--- src/rtl/flow_pkg.sv ---
// Shared constants and types for the control-flow responder (flow_ctrl_unit).
// Optional FLOW_STATS_EN build adds a transfer counter to the top level.
package flow_pkg;

    localparam int unsigned InstrW        = 9;
    localparam int unsigned PcW           = 8;
    localparam int unsigned ImmW          = 6;
    localparam int unsigned OpW           = 3;
    localparam int unsigned ShadowDefault = 2;
    localparam int unsigned StatsW        = 16;

    localparam logic [OpW-1:0] OpHalt  = 3'b100;
    localparam logic [OpW-1:0] OpSetbr = 3'b101;
    localparam logic [OpW-1:0] OpBr    = 3'b110;
    localparam logic [OpW-1:0] OpJmp   = 3'b111;

    typedef enum logic [1:0] {
        StInit,
        StRun,
        StFlush,
        StHalt
    } flow_state_e;

    function automatic logic [PcW-1:0] sext_imm(input logic [ImmW-1:0] imm);
        return {{(PcW-ImmW){imm[ImmW-1]}}, imm};
    endfunction

    function automatic logic [PcW-1:0] zext_imm(input logic [ImmW-1:0] imm);
        return {{(PcW-ImmW){1'b0}}, imm};
    endfunction

endpackage

--- src/rtl/flow_decode.sv ---
// Combinational opcode decode for flow_ctrl_unit; opcodes outside the
// control-flow set leave every flag low.
module flow_decode
    import flow_pkg::*;
(
    input  logic [InstrW-1:0] instruction,
    output logic              is_setbr,
    output logic              is_br,
    output logic              is_jmp,
    output logic              is_halt,
    output logic [ImmW-1:0]   imm6
);

    logic [OpW-1:0] w_opcode;

    assign w_opcode = instruction[InstrW-1 -: OpW];
    assign imm6     = instruction[ImmW-1:0];

    assign is_setbr = (w_opcode == OpSetbr);
    assign is_br    = (w_opcode == OpBr);
    assign is_jmp   = (w_opcode == OpJmp);
    assign is_halt  = (w_opcode == OpHalt);

endmodule

--- src/rtl/flow_ctrl_unit.sv ---
// Control-flow responder driving the fetch unit: INIT/RUN/FLUSH/HALT FSM with
// registered controls. FLOW_STATS_EN adds a saturating taken-transfer counter.
module flow_ctrl_unit
    import flow_pkg::*;
#(
    parameter int unsigned INIT_CYCLES = 2,
    parameter int unsigned SHADOW      = ShadowDefault
) (
    input  logic              clock,
    input  logic              reset_n,
    input  logic [InstrW-1:0] instruction,
    input  logic              cond_flag,
    output logic              init_ctrl,
    output logic              branch_ctrl,
    output logic              jump_ctrl,
    output logic              done_ctrl,
    output logic [PcW-1:0]    jump_val,
    output logic [PcW-1:0]    branch_val,
    output logic              instr_kill
`ifdef FLOW_STATS_EN
    ,
    output logic [StatsW-1:0] xfer_count
`endif
);

    localparam int unsigned InitW = (INIT_CYCLES > 1) ? $clog2(INIT_CYCLES) : 1;
    localparam int unsigned ShW   = (SHADOW > 1) ? $clog2(SHADOW) : 1;
    localparam logic [InitW-1:0] InitLoad = InitW'(INIT_CYCLES - 1);
    localparam logic [ShW-1:0]   ShLoad   = ShW'(SHADOW - 1);

    logic            w_is_setbr;
    logic            w_is_br;
    logic            w_is_jmp;
    logic            w_is_halt;
    logic [ImmW-1:0] w_imm6;
    logic            w_taken;
    logic            w_xfer;

    flow_state_e     r_state;
    logic [InitW-1:0] r_init_cnt;
    logic [ShW-1:0]  r_shadow_cnt;
    logic [PcW-1:0]  r_branch;
    logic [PcW-1:0]  r_jump_val;
    logic            r_init;
    logic            r_br;
    logic            r_jmp;
    logic            r_done;
    logic            r_kill;

    flow_decode u_decode (
        .instruction (instruction),
        .is_setbr    (w_is_setbr),
        .is_br       (w_is_br),
        .is_jmp      (w_is_jmp),
        .is_halt     (w_is_halt),
        .imm6        (w_imm6)
    );

    assign w_taken = w_is_br & cond_flag;
    // Only a live RUN-state decode may redirect fetch; shadow slots never do.
    assign w_xfer  = (r_state == StRun) & (w_taken | w_is_jmp);

    always_ff @(posedge clock or negedge reset_n) begin
        if (!reset_n) begin
            r_state      <= StInit;
            r_init_cnt   <= InitLoad;
            r_shadow_cnt <= '0;
            r_branch     <= '0;
            r_jump_val   <= '0;
            r_init       <= 1'b1;
            r_br         <= 1'b0;
            r_jmp        <= 1'b0;
            r_done       <= 1'b0;
            r_kill       <= 1'b1;
        end else begin
            r_br  <= 1'b0;
            r_jmp <= 1'b0;
            unique case (r_state)
                StInit: begin
                    if (r_init_cnt != '0) begin
                        r_init_cnt <= r_init_cnt - 1'b1;
                    end else begin
                        r_state <= StRun;
                        r_init  <= 1'b0;
                        r_kill  <= 1'b0;
                    end
                end
                StRun: begin
                    if (w_is_setbr) begin
                        r_branch <= sext_imm(w_imm6);
                    end
                    if (w_is_jmp) begin
                        r_jump_val   <= zext_imm(w_imm6);
                        r_jmp        <= 1'b1;
                        r_kill       <= 1'b1;
                        r_shadow_cnt <= ShLoad;
                        r_state      <= StFlush;
                    end else if (w_taken) begin
                        r_br         <= 1'b1;
                        r_kill       <= 1'b1;
                        r_shadow_cnt <= ShLoad;
                        r_state      <= StFlush;
                    end else if (w_is_halt) begin
                        r_done  <= 1'b1;
                        r_kill  <= 1'b1;
                        r_state <= StHalt;
                    end
                end
                StFlush: begin
                    // The pulse cycle is the first shadow slot, so the count starts at SHADOW-1.
                    if (r_shadow_cnt != '0) begin
                        r_shadow_cnt <= r_shadow_cnt - 1'b1;
                    end else begin
                        r_kill  <= 1'b0;
                        r_state <= StRun;
                    end
                end
                StHalt: begin
                    r_done <= 1'b1;
                    r_kill <= 1'b1;
                end
                default: begin
                    r_state <= StInit;
                end
            endcase
        end
    end

    assign init_ctrl   = r_init;
    assign branch_ctrl = r_br;
    assign jump_ctrl   = r_jmp;
    assign done_ctrl   = r_done;
    assign jump_val    = r_jump_val;
    assign branch_val  = r_branch;
    assign instr_kill  = r_kill;

`ifdef FLOW_STATS_EN
    logic [StatsW-1:0] r_xfer_count;

    always_ff @(posedge clock or negedge reset_n) begin
        if (!reset_n) begin
            r_xfer_count <= '0;
        end else if (w_xfer && (r_xfer_count != {StatsW{1'b1}})) begin
            r_xfer_count <= r_xfer_count + 1'b1;
        end
    end

    assign xfer_count = r_xfer_count;
`else
    logic w_unused_xfer;
    assign w_unused_xfer = w_xfer;
`endif

    a_xfer_exclusive: assert property (
        @(posedge clock) disable iff (!reset_n) !(branch_ctrl && jump_ctrl));

    a_done_sticky: assert property (
        @(posedge clock) disable iff (!reset_n) done_ctrl |=> done_ctrl);

endmodule

--- config.mk ---
export PLATFORM = sky130hd
export DESIGN_NAME = flow_ctrl_unit
export DESIGN_NICKNAME = d
export VERILOG_FILES = /design/src/rtl/flow_pkg.sv /design/src/rtl/flow_decode.sv /design/src/rtl/flow_ctrl_unit.sv
export SDC_FILE = /design/constraint.sdc
export NUM_CORES = 1
export LEC_CHECK = 0
export BUFFER_PORTS_ARGS = -buffer_cell sky130_fd_sc_hd__buf_4
export CORE_ASPECT_RATIO = 0.5
export CORE_MARGIN = 2
export CORE_UTILIZATION = 25
export CTS_CLUSTER_SIZE = 20
export DETAILED_ROUTE_END_ITERATION = 12
export PLACE_DENSITY = 0.43
export SYNTH_ARGS = -nofsm -noshare
export SYNTH_HDL_FRONTEND = slang
export SYNTH_HIERARCHICAL = 1
export SYNTH_SLANG_ARGS = --single-unit
--- constraint.sdc ---
create_clock -name clock -period 1.5 [get_ports clock]
set_input_delay 0.075 -clock clock [delete_from_list [all_inputs] [get_ports clock]]
set_output_delay 0.075 -clock clock [all_outputs]
set_load 0.1 [all_outputs]
==> results.yml, run 1 <==
outcome:
  status: "complete, no violations"
finish:
  multiInputGateArea_sq_um: 379
  drive_above_1_share_pct: 57.0
  final-seq-area_sq_um: 529
  area_delta_synth_final_pct: 27.8
  num_antenna_cells: 0
  final_area_sq_um: 1280
  fin_nets: 113
  num-fill-cells: 388
clock_tree:
  post_cts_buffers: 0
  htreeDepth: 1
  cts-buffers-inserted: 3
  clock-sinks: 21
  insertion_delay_ns: 0.26
  cts_tree: "built"
  cts_root_buffer: "clkbuf_8"
  cts.path.max_buffers: 2
  cts.clk_slew.worst_paths_ns: 0.08
placement:
  pre_cts_ws_ns: 0.330
  dp_hpwl_um: 1280
  post_dp_cell_area_sq_um: 1220
  gp_congestion: 0.662
  io_buffers: 30
hold_path:
  hold_path.class: "input pin to flop"
  hp-start: "instruction[1]"
setup_path:
  slowest_stage: "dfrtp_1"
  crit_type: "flop to flop"
  arrival_ns: 1.32
  crit_fanout: 7
  path_cells: "nor2b_4 -> nand2_4 -> mux2_4"
  cp-startpoint: "r_state[1]"
  end_kind: "flop"
  start_kind: "flop"
  timing.rr.start: "r_state[1]"
  cp.required_ns: 1.65
  cpPeakStageDelay_ns: 0.41
die:
  core_area_sq_um: 3860
  die_x_um: 93.4
  dieArea_sq_um: 4550
  die_h_um: 48.7
  rows: 16
  io-pin-count: 33
  initial_utilization_pct: 25.8
power_and_ir_drop:
  irDropWorstVdd_mv: 0.257
  powerDensity_nw_per_um2: 789
  p_leak_nw: 0.707
  totalPowerFinal_w: 0.00101
drt:
  num_vias: 601
  dr.pass1.iters: 4
  wl_per_cell_um: 11.4
  ant_nets: 0
  drc: 0
  dr.first_iter.drc_count: 4
  wl_um: 1760
  viasPerCell: 3.90
synthesis:
  synth_area_sq_um: 998
  netlist_instances: 74
  ys_ff_latch: 21
  syn_avg_cell_area_sq_um: 13.5
  synth_area_leaders: "dfrtp_1 (45%), mux2_4 (18%), dfstp_2 (7.9%)"
  ys_seq_area_share_pct: 53.0
  synth_edf_count: 0
  synth_most_common_cell: "dfrtp_1"
  synth_commonest_cells: "dfrtp_1 (18), mux2_4 (12), buf_4 (10)"
  synth_top_area_cell: "dfrtp_1"
  synthArstFlopShare_pct: 100
  yosysWarnings: 6
  synth_top_area_share_pct: 45.1
  ys_types: 23
  ys.flop_type: "dfrtp_1"
sta:
  slew_violations: 0
  fin_ws_ns: 0.325
  min_period_ns: 1.18
  fin_crit_sh_pct: 78.4
  hold_violations: 0
  setup_violations: 0
  timing.fmax_ghz: 0.851
  fin_skew_ns: 0.00149
  tns_ns: 0
  rsz0062_at_grt: "no"
global_routing:
  grt_max_degree: 22
  grt_pass1_wl_um: 2960
  grt_pass1_vias: 656
  grt_antenna_before_repair: 0
  overflow: 0
  grt_usage_pct: 8.36
flow_run:
  drv_cap: 0
-- state kept, by name (all words and copies together) (netlist names) --
register / flops
branch_val: 6
jump_val: 6
r_state: 2
branch_ctrl: 1
done_ctrl: 1
init_ctrl: 1
instr_kill: 1
jump_ctrl: 1
r_init_cnt: 1
r_shadow_cnt: 1
-- timing repair --
action / in CTS / in global routing
gates resized for setup: 0 / 0
hold buffers: 1 / 0
hold endpoints to repair: 21 / 0
-- routing by layer --
metal / track usage [%] / part of all wire (%) / vias up
met1: 9.68 / 43 / 298
met4: 2.94 / 0 / 0
met5: 0 / 0 / -
met3: 2.96 / 3.4 / 0
met2: 14.4 / 53 / 9
li1: - / - / 294
-- stage by stage --
step	std cells	util, %	hold slack [ns]
floorplan	75	-	-0.221
global placement	149	31.6	-0.0180
detailed placement	149	31.6	-0.0217
CTS	154	33.0	0.0452
global route	154	33.0	0.0420
finish	154	33.0	0.0538
-- worst paths after layout --
kind	endpoint	slack (ns)	depth (start not counted)
setup / recovery	jump_val[5]	0.32	3
hold / removal	jump_val[1]	0.05	2
setup reg to reg	jump_val[5]	0.32	3
hold reg to reg	init_ctrl	0.46	1
max in group asynchronous	instr_kill	1.00	2
min in group asynchronous	branch_val[4]	0.23	2
-- cell usage in the layout (no fill, tap or decap) --
cell	synthesis	layout
buf_4	10	32
dfrtp_1	18	18
mux2_4	12	12
nand2_1	5	5
a21oi_1	4	4
o21ai_0	4	4
clkbuf_8	0	3
dfstp_2	3	3
nand2_4	2	2
conb_1	1	2
and3b_1	2	2
nor2b_4	1	1
inv_1	1	1
and4b_1	1	1
o31a_1	1	1
a21o_1	1	1
nand2b_1	1	1
a21bo_2	1	1
o41ai_1	1	1
o21a_1	1	1
clkinv_2	0	1
dlygate4sd3_1	0	1
and3_2	1	1
nor3b_2	1	1
-- cells by family (layout without fill, tap and decap cells) --
logic type	count (synthesis)	after routing	synth area share, %
mux	12	12	18.0
compound gates	13	13	8.27
other cells	1	2	0.376
buf+inv	13	38	9.40
simple gates	14	14	10.9
flops	21	21	53.0
-- area by class of cell --
cell class	count	area share (%)
Clock buffer	3	3.24
Clock inverter	1	0.392
Inverter	1	0.294
Multi-Input combinational cell	41	29.7
Sequential cell	21	41.5
Tap cell	54	5.29
Timing Repair Buffer	33	19.6
-- power by group --
group          switching (W)  internal [W]  leakage [nW]  total (W)
combinational      0.0000479     0.0000264         0.420  0.0000743
sequential                 0      0.000566         0.262   0.000566
clock               0.000182      0.000185        0.0255   0.000366
-- worst max-delay path, delay by kind of cell (launching register included) --
kind | cells | cell delay [ns]
flops | 1 | 0.41
mux | 1 | 0.32
simple gates | 2 | 0.33
(Power assumes the default switching activity.)
==> inputs of run 2 (changes only) <==
==> constraint.sdc (replaced) <==
create_clock -name clock -period 1.1 [get_ports clock]
set_input_delay 0.055 -clock clock [delete_from_list [all_inputs] [get_ports clock]]
set_output_delay 0.055 -clock clock [all_outputs]
set_load 0.1 [all_outputs]
==> run 2 against run 1 <==
Effect of this change: the run now ends with setup timing left; non-clock buffer count rose by 1; count of clock-buffer cells in the layout is the same; setup slack lost 0.38 ns; sequential cell count stayed put; register-to-register slack worse by 0.38 ns; clock skew rose by 0.0071 ns; combinational power grew 37%; die area stayed put; global-route usage rose by 0.11 points; core utilization grew 2.0 points; sequential power grew 36%; power is 37% higher; largest cell class unchanged.
==> results.yml, run 2 (synthesis gave the netlist of run 1 again) <==
outcome:
  status: "complete, but fails checks"
  violations: "setup timing"
sta:
  slew_violations: 0
  fin_ws_ns: -0.0583
  rsz0062_at_grt: "yes"
  setup_violations: 14
  fin_crit_sh_pct: 105
  timing.fmax_ghz: 0.863
  fin_skew_ns: 0.00859
  min_period_ns: 1.16
  whs_ns: 0.0266
  hold_violations: 0
setup_path:
  crit_type: "flop to flop"
  path_cells: "nor2b_4 -> nand2_4 -> mux2_4"
  r2r_slack_ns: -0.06
  cp.required_ns: 1.24
  crit_family: "flip-flops"
  crit_cells: 3
  cp-startpoint: "r_state[1]"
  arrival_ns: 1.30
  critPathCapture: "jump_val[4]"
  slowest_stage: "dfrtp_1"
  critPathBufInv: 0
  timing.rr.start: "r_state[1]"
  worstReg2RegEnd: "jump_val[4]"
  start_kind: "flop"
  r2r_cells: 3
  end_kind: "flop"
  cpPeakStageDelay_ns: 0.41
  crit_fanout: 7
power_and_ir_drop:
  p_switching_w: 0.000318
  combPwrFrac_pct: 7.4
  switching_share_pct: 23.1
  clkPwrFrac_pct: 36.6
  powerDensity_nw_per_um2: 1020
  p_leak_nw: 0.717
  irDropWorstVdd_mv: 0.367
  p_int_w: 0.00106
  seqPwrFrac_pct: 56.0
die:
  core_area_sq_um: 3860
  dieArea_sq_um: 4550
  initial_utilization_pct: 25.8
  die_x_um: 93.4
  die_h_um: 48.7
  io-pin-count: 33
  rows: 16
placement:
  pre_cts_ws_ns: -0.0540
  io_buffers: 30
  post_dp_cell_area_sq_um: 1250
  gp_congestion: 0.735
  dp.cells: 150
  dp_hpwl_um: 1280
finish:
  area_delta_synth_final_pct: 35.6
  mostFrequentLayoutCells: "buf_4 (31), mux2_4 (12), dfrtp_2 (12)"
  fin_nets: 114
  drive_above_1_share_pct: 73.3
  num_antenna_cells: 0
  fin_cells: 155
  final_area_sq_um: 1350
  fin_util_pct: 35.0
  num-fill-cells: 375
  final_common_cell: "buf_4"
global_routing:
  grt_max_degree: 22
  grt_usage_pct: 8.47
  overflow: 0
  grt_pass1_wl_um: 2970
  grt_antenna_before_repair: 0
  grt_pass1_vias: 590
hold_path:
  hold_path.class: "input pin to flop"
drt:
  dr.pass1.iters: 2
  wl_um: 1780
  drc: 0
  dr.first_iter.drc_count: 7
  wl_per_cell_um: 11.5
  num_vias: 625
  ant_nets: 0
  viasPerCell: 4.03
clock_tree:
  cts-buffers-inserted: 3
  clock-sinks: 21
  insertion_delay_ns: 0.26
  cts.path.max_buffers: 2
  post_cts_buffers: 0
  htreeDepth: 1
  cts.clk_slew.worst_paths_ns: 0.08
  cts_tree: "built"
  cts_root_buffer: "clkbuf_8"
flow_run:
  drv_cap: 0
run 2: power groups by stage:
stage / Combinational, W / Sequential [W] / Clock, W
after global placement: 0.000101 / 0.000786 / 0
after CTS: 0.000104 / 0.000771 / 0.000529
after floorplan: 0.0000676 / 0.000786 / 0
after global routing: 0.000112 / 0.000771 / 0.000562
final: 0.000102 / 0.000771 / 0.000504
after detailed placement: 0.000101 / 0.000786 / 0
run 2: worst min-delay path by stage:
stage                               from            end  slack (ns)  depth (start not counted)
after detailed placement         reset_n   r_shadow_cnt       -0.04                          1
after floorplan                  reset_n    branch_ctrl       -0.24                          0
final                     instruction[5]    jump_val[5]        0.03                          2
after CTS                 instruction[5]    jump_val[5]        0.02                          2
after global routing      instruction[5]  branch_val[5]        0.02                          2
after global placement           reset_n   r_shadow_cnt       -0.04                          1
run 2: final cells by class:
class | count | area, sq um | area share (%)
clock buffers | 3 | 41.3 | 3.05
clock inverters | 1 | 5.00 | 0.370
inverters | 1 | 3.75 | 0.277
multi-input cells | 41 | 398 | 29.4
flip-flops and latches | 21 | 556 | 41.0
well taps | 54 | 67.6 | 4.99
repair buffers | 34 | 283 | 20.9
run 2: timing repair:
item | CTS | global route
hold buffers | 1 | 0
hold endpoints to repair | 21 | 0
endpoints found under the setup margin | 14 | 16
resized for setup | 6 | 3
run 2: per-layer routing:
metal  vias to the layer above  part of all wire [%]  track usage [%]
li1                        294                     -                -
met1                       315                    47             11.2
met2                        14                    46             12.6
met3                         2                   5.2             3.43
met4                         0                   1.1             2.94
met5                         -                     0                0
run 2: per-stage QoR:
step / TNS (ns) / power, W
global placement: -0.285 / 0.000887
global route: -1.36 / 0.00144
CTS: -0.727 / 0.00140
floorplan: -1.02 / 0.000854
finish: -0.553 / 0.00138
detailed placement: -0.575 / 0.000887
run 2: worst reg2reg max path, cell delays in order, from the launching register on:
cell	delay [ns]
dfrtp_1	0.41
nor2b_4	0.19
nand2_4	0.13
mux2_4	0.32
==> inputs of run 3 (changes only) <==
--- a/config.mk
+++ b/config.mk
@@ -11,6 +11,7 @@
 export CORE_UTILIZATION = 25
 export CTS_CLUSTER_SIZE = 20
 export DETAILED_ROUTE_END_ITERATION = 12
+export HOLD_SLACK_MARGIN = 0.08
 export PLACE_DENSITY = 0.43
 export SYNTH_ARGS = -nofsm -noshare
 export SYNTH_HDL_FRONTEND = slang
==> run 3 against run 2 <==
Effect of this change: the flow still finishes with violations (setup timing); via count is 4.2% higher; sequential share of layout area is 1.7 points lower; final cell count increased by 3.9%; final area rose by 4.4%; die area unchanged; worst hold slack better by 0.063 ns; combinational power increased by 16%; power grew 1.2%; core utilization increased by 1.6 points; setup slack improved by 0.0013 ns; critical endpoint unchanged.
==> results.yml, run 3 (synthesis gave the netlist of run 1 again) <==
power_and_ir_drop:
  irDropWorstVdd_mv: 0.367
  powerDensity_nw_per_um2: 986
  p_leak_nw: 0.742
setup_path:
  path_cells: "nor2b_4 -> nand2_4 -> mux2_4"
  crit_family: "flip-flops"
  cpPeakStageDelay_ns: 0.41
  arrival_ns: 1.30
  slowest_stage: "dfrtp_1"
  crit_cells: 3
  cp.required_ns: 1.24
  end_kind: "flop"
  r2r_cells: 3
  start_kind: "flop"
  critPathBufInv: 0
  crit_type: "flop to flop"
  crit_fanout: 7
clock_tree:
  cts_root_buffer: "clkbuf_8"
  clock-sinks: 21
  cts_tree: "built"
  post_cts_buffers: 0
  cts-buffers-inserted: 3
  cts.clk_slew.worst_paths_ns: 0.07
  htreeDepth: 1
  insertion_delay_ns: 0.26
  cts.path.max_buffers: 2
finish:
  num_antenna_cells: 0
  fin_nets: 120
  drive_above_1_share_pct: 69.2
  area_delta_synth_final_pct: 41.6
  mostFrequentLayoutCells: "buf_4 (31), mux2_4 (12), dfrtp_2 (12)"
  final_common_cell: "buf_4"
die:
  initial_utilization_pct: 25.8
  die_h_um: 48.7
  dieArea_sq_um: 4550
  core_area_sq_um: 3860
  io-pin-count: 33
  rows: 16
  die_x_um: 93.4
global_routing:
  overflow: 0
  grt_pass1_wl_um: 3020
  grt_antenna_before_repair: 0
  grt_max_degree: 22
  grt_usage_pct: 8.61
  grt_pass1_vias: 602
hold_path:
  hold_path_depth: 2
  hold_path.class: "input pin to flop"
drt:
  viasPerCell: 4.04
  wl_per_cell_um: 11.2
  wl_um: 1800
  ant_nets: 0
  wl_met2_um: 830
  wl_met1_um: 853
  dr.first_iter.drc_count: 6
  num_vias: 651
  top_layer_used: "met4"
  met3_length_um: 95
  drc: 0
  dr.pass1.iters: 4
sta:
  min_period_ns: 1.16
  fin_skew_ns: 0.00858
  fin_crit_sh_pct: 105
  slew_violations: 0
  fin_ws_ns: -0.0570
  rsz0062_at_grt: "yes"
  hold_violations: 0
  setup_violations: 14
  tns_ns: -0.544
  timing.fmax_ghz: 0.864
placement:
  io_buffers: 30
  pre_cts_ws_ns: -0.0540
  dp_hpwl_um: 1280
  gp_congestion: 0.735
outcome:
  violations: "setup timing"
  status: "complete, but fails checks"
flow_run:
  drv_cap: 0
[run 3: changes by cell type in the layout (fill, tap and decap cells not counted)]
cell / change
dlygate4sd3_1: +6
[run 3: through the flow]
| step | area [sq um] | utilization [%] | cells | total power, W | hold WS, ns |
|---|---|---|---|---|---|
| final | 1410 | 36.6 | 161 | 0.00139 | 0.0894 |
| after global routing | 1410 | 36.6 | 161 | 0.00146 | 0.0883 |
| after CTS | 1400 | 36.1 | 161 | 0.00142 | 0.0830 |
| after detailed placement | 1250 | 32.4 | 150 | 0.000887 | -0.0381 |
| after global placement | 1250 | 32.4 | 150 | 0.000887 | -0.0401 |
| after floorplan | 1030 | - | 75 | 0.000854 | -0.241 |
[run 3: where the power goes]
group	internal [W]	leakage [nW]	switching (W)
registers	0.000771	0.242	0
clock network	0.000252	0.0255	0.000252
logic	0.0000496	0.474	0.0000688
total	0.00107	0.742	0.000321
[run 3: layout make-up]
cell class	instances	area [sq um]
clock inverters	1	5.00
clock buffers	3	41.3
inverters	1	3.75
well taps	54	67.6
multi-input cells	41	398
flip-flops and latches	21	556
fillers	374	2450
repair buffers	40	343
[run 3: repair_timing]
action                                  CTS  global route
pin swaps                                 0             0
hold endpoints to repair                 33             0
resized for setup                         6             3
endpoints found under the setup margin   14            16
hold buffers                              7             0
[run 3: worst register-to-register path, stage by stage, from the launching register on]
cell	delay, ns
dfrtp_1	0.41
nor2b_4	0.19
nand2_4	0.13
mux2_4	0.31
[run 3: final timing paths]
kind,from,to,slack (ns)
worst max-delay path,r_state[1],jump_val[4],-0.06
worst min-delay path,cond_flag,branch_ctrl,0.09
worst max register to register,r_state[1],jump_val[4],-0.06
max in group asynchronous,reset_n,instr_kill,0.61
worst min register to register,r_init_cnt,r_init_cnt,0.49
min in group asynchronous,reset_n,jump_ctrl,0.21
[run 3: metal layers]
metal / vias up / global-route usage [%]
li1: 306 / -
met1: 327 / 11.3
met2: 16 / 12.9
met3: 2 / 3.43
met4: 0 / 2.94
met5: - / 0
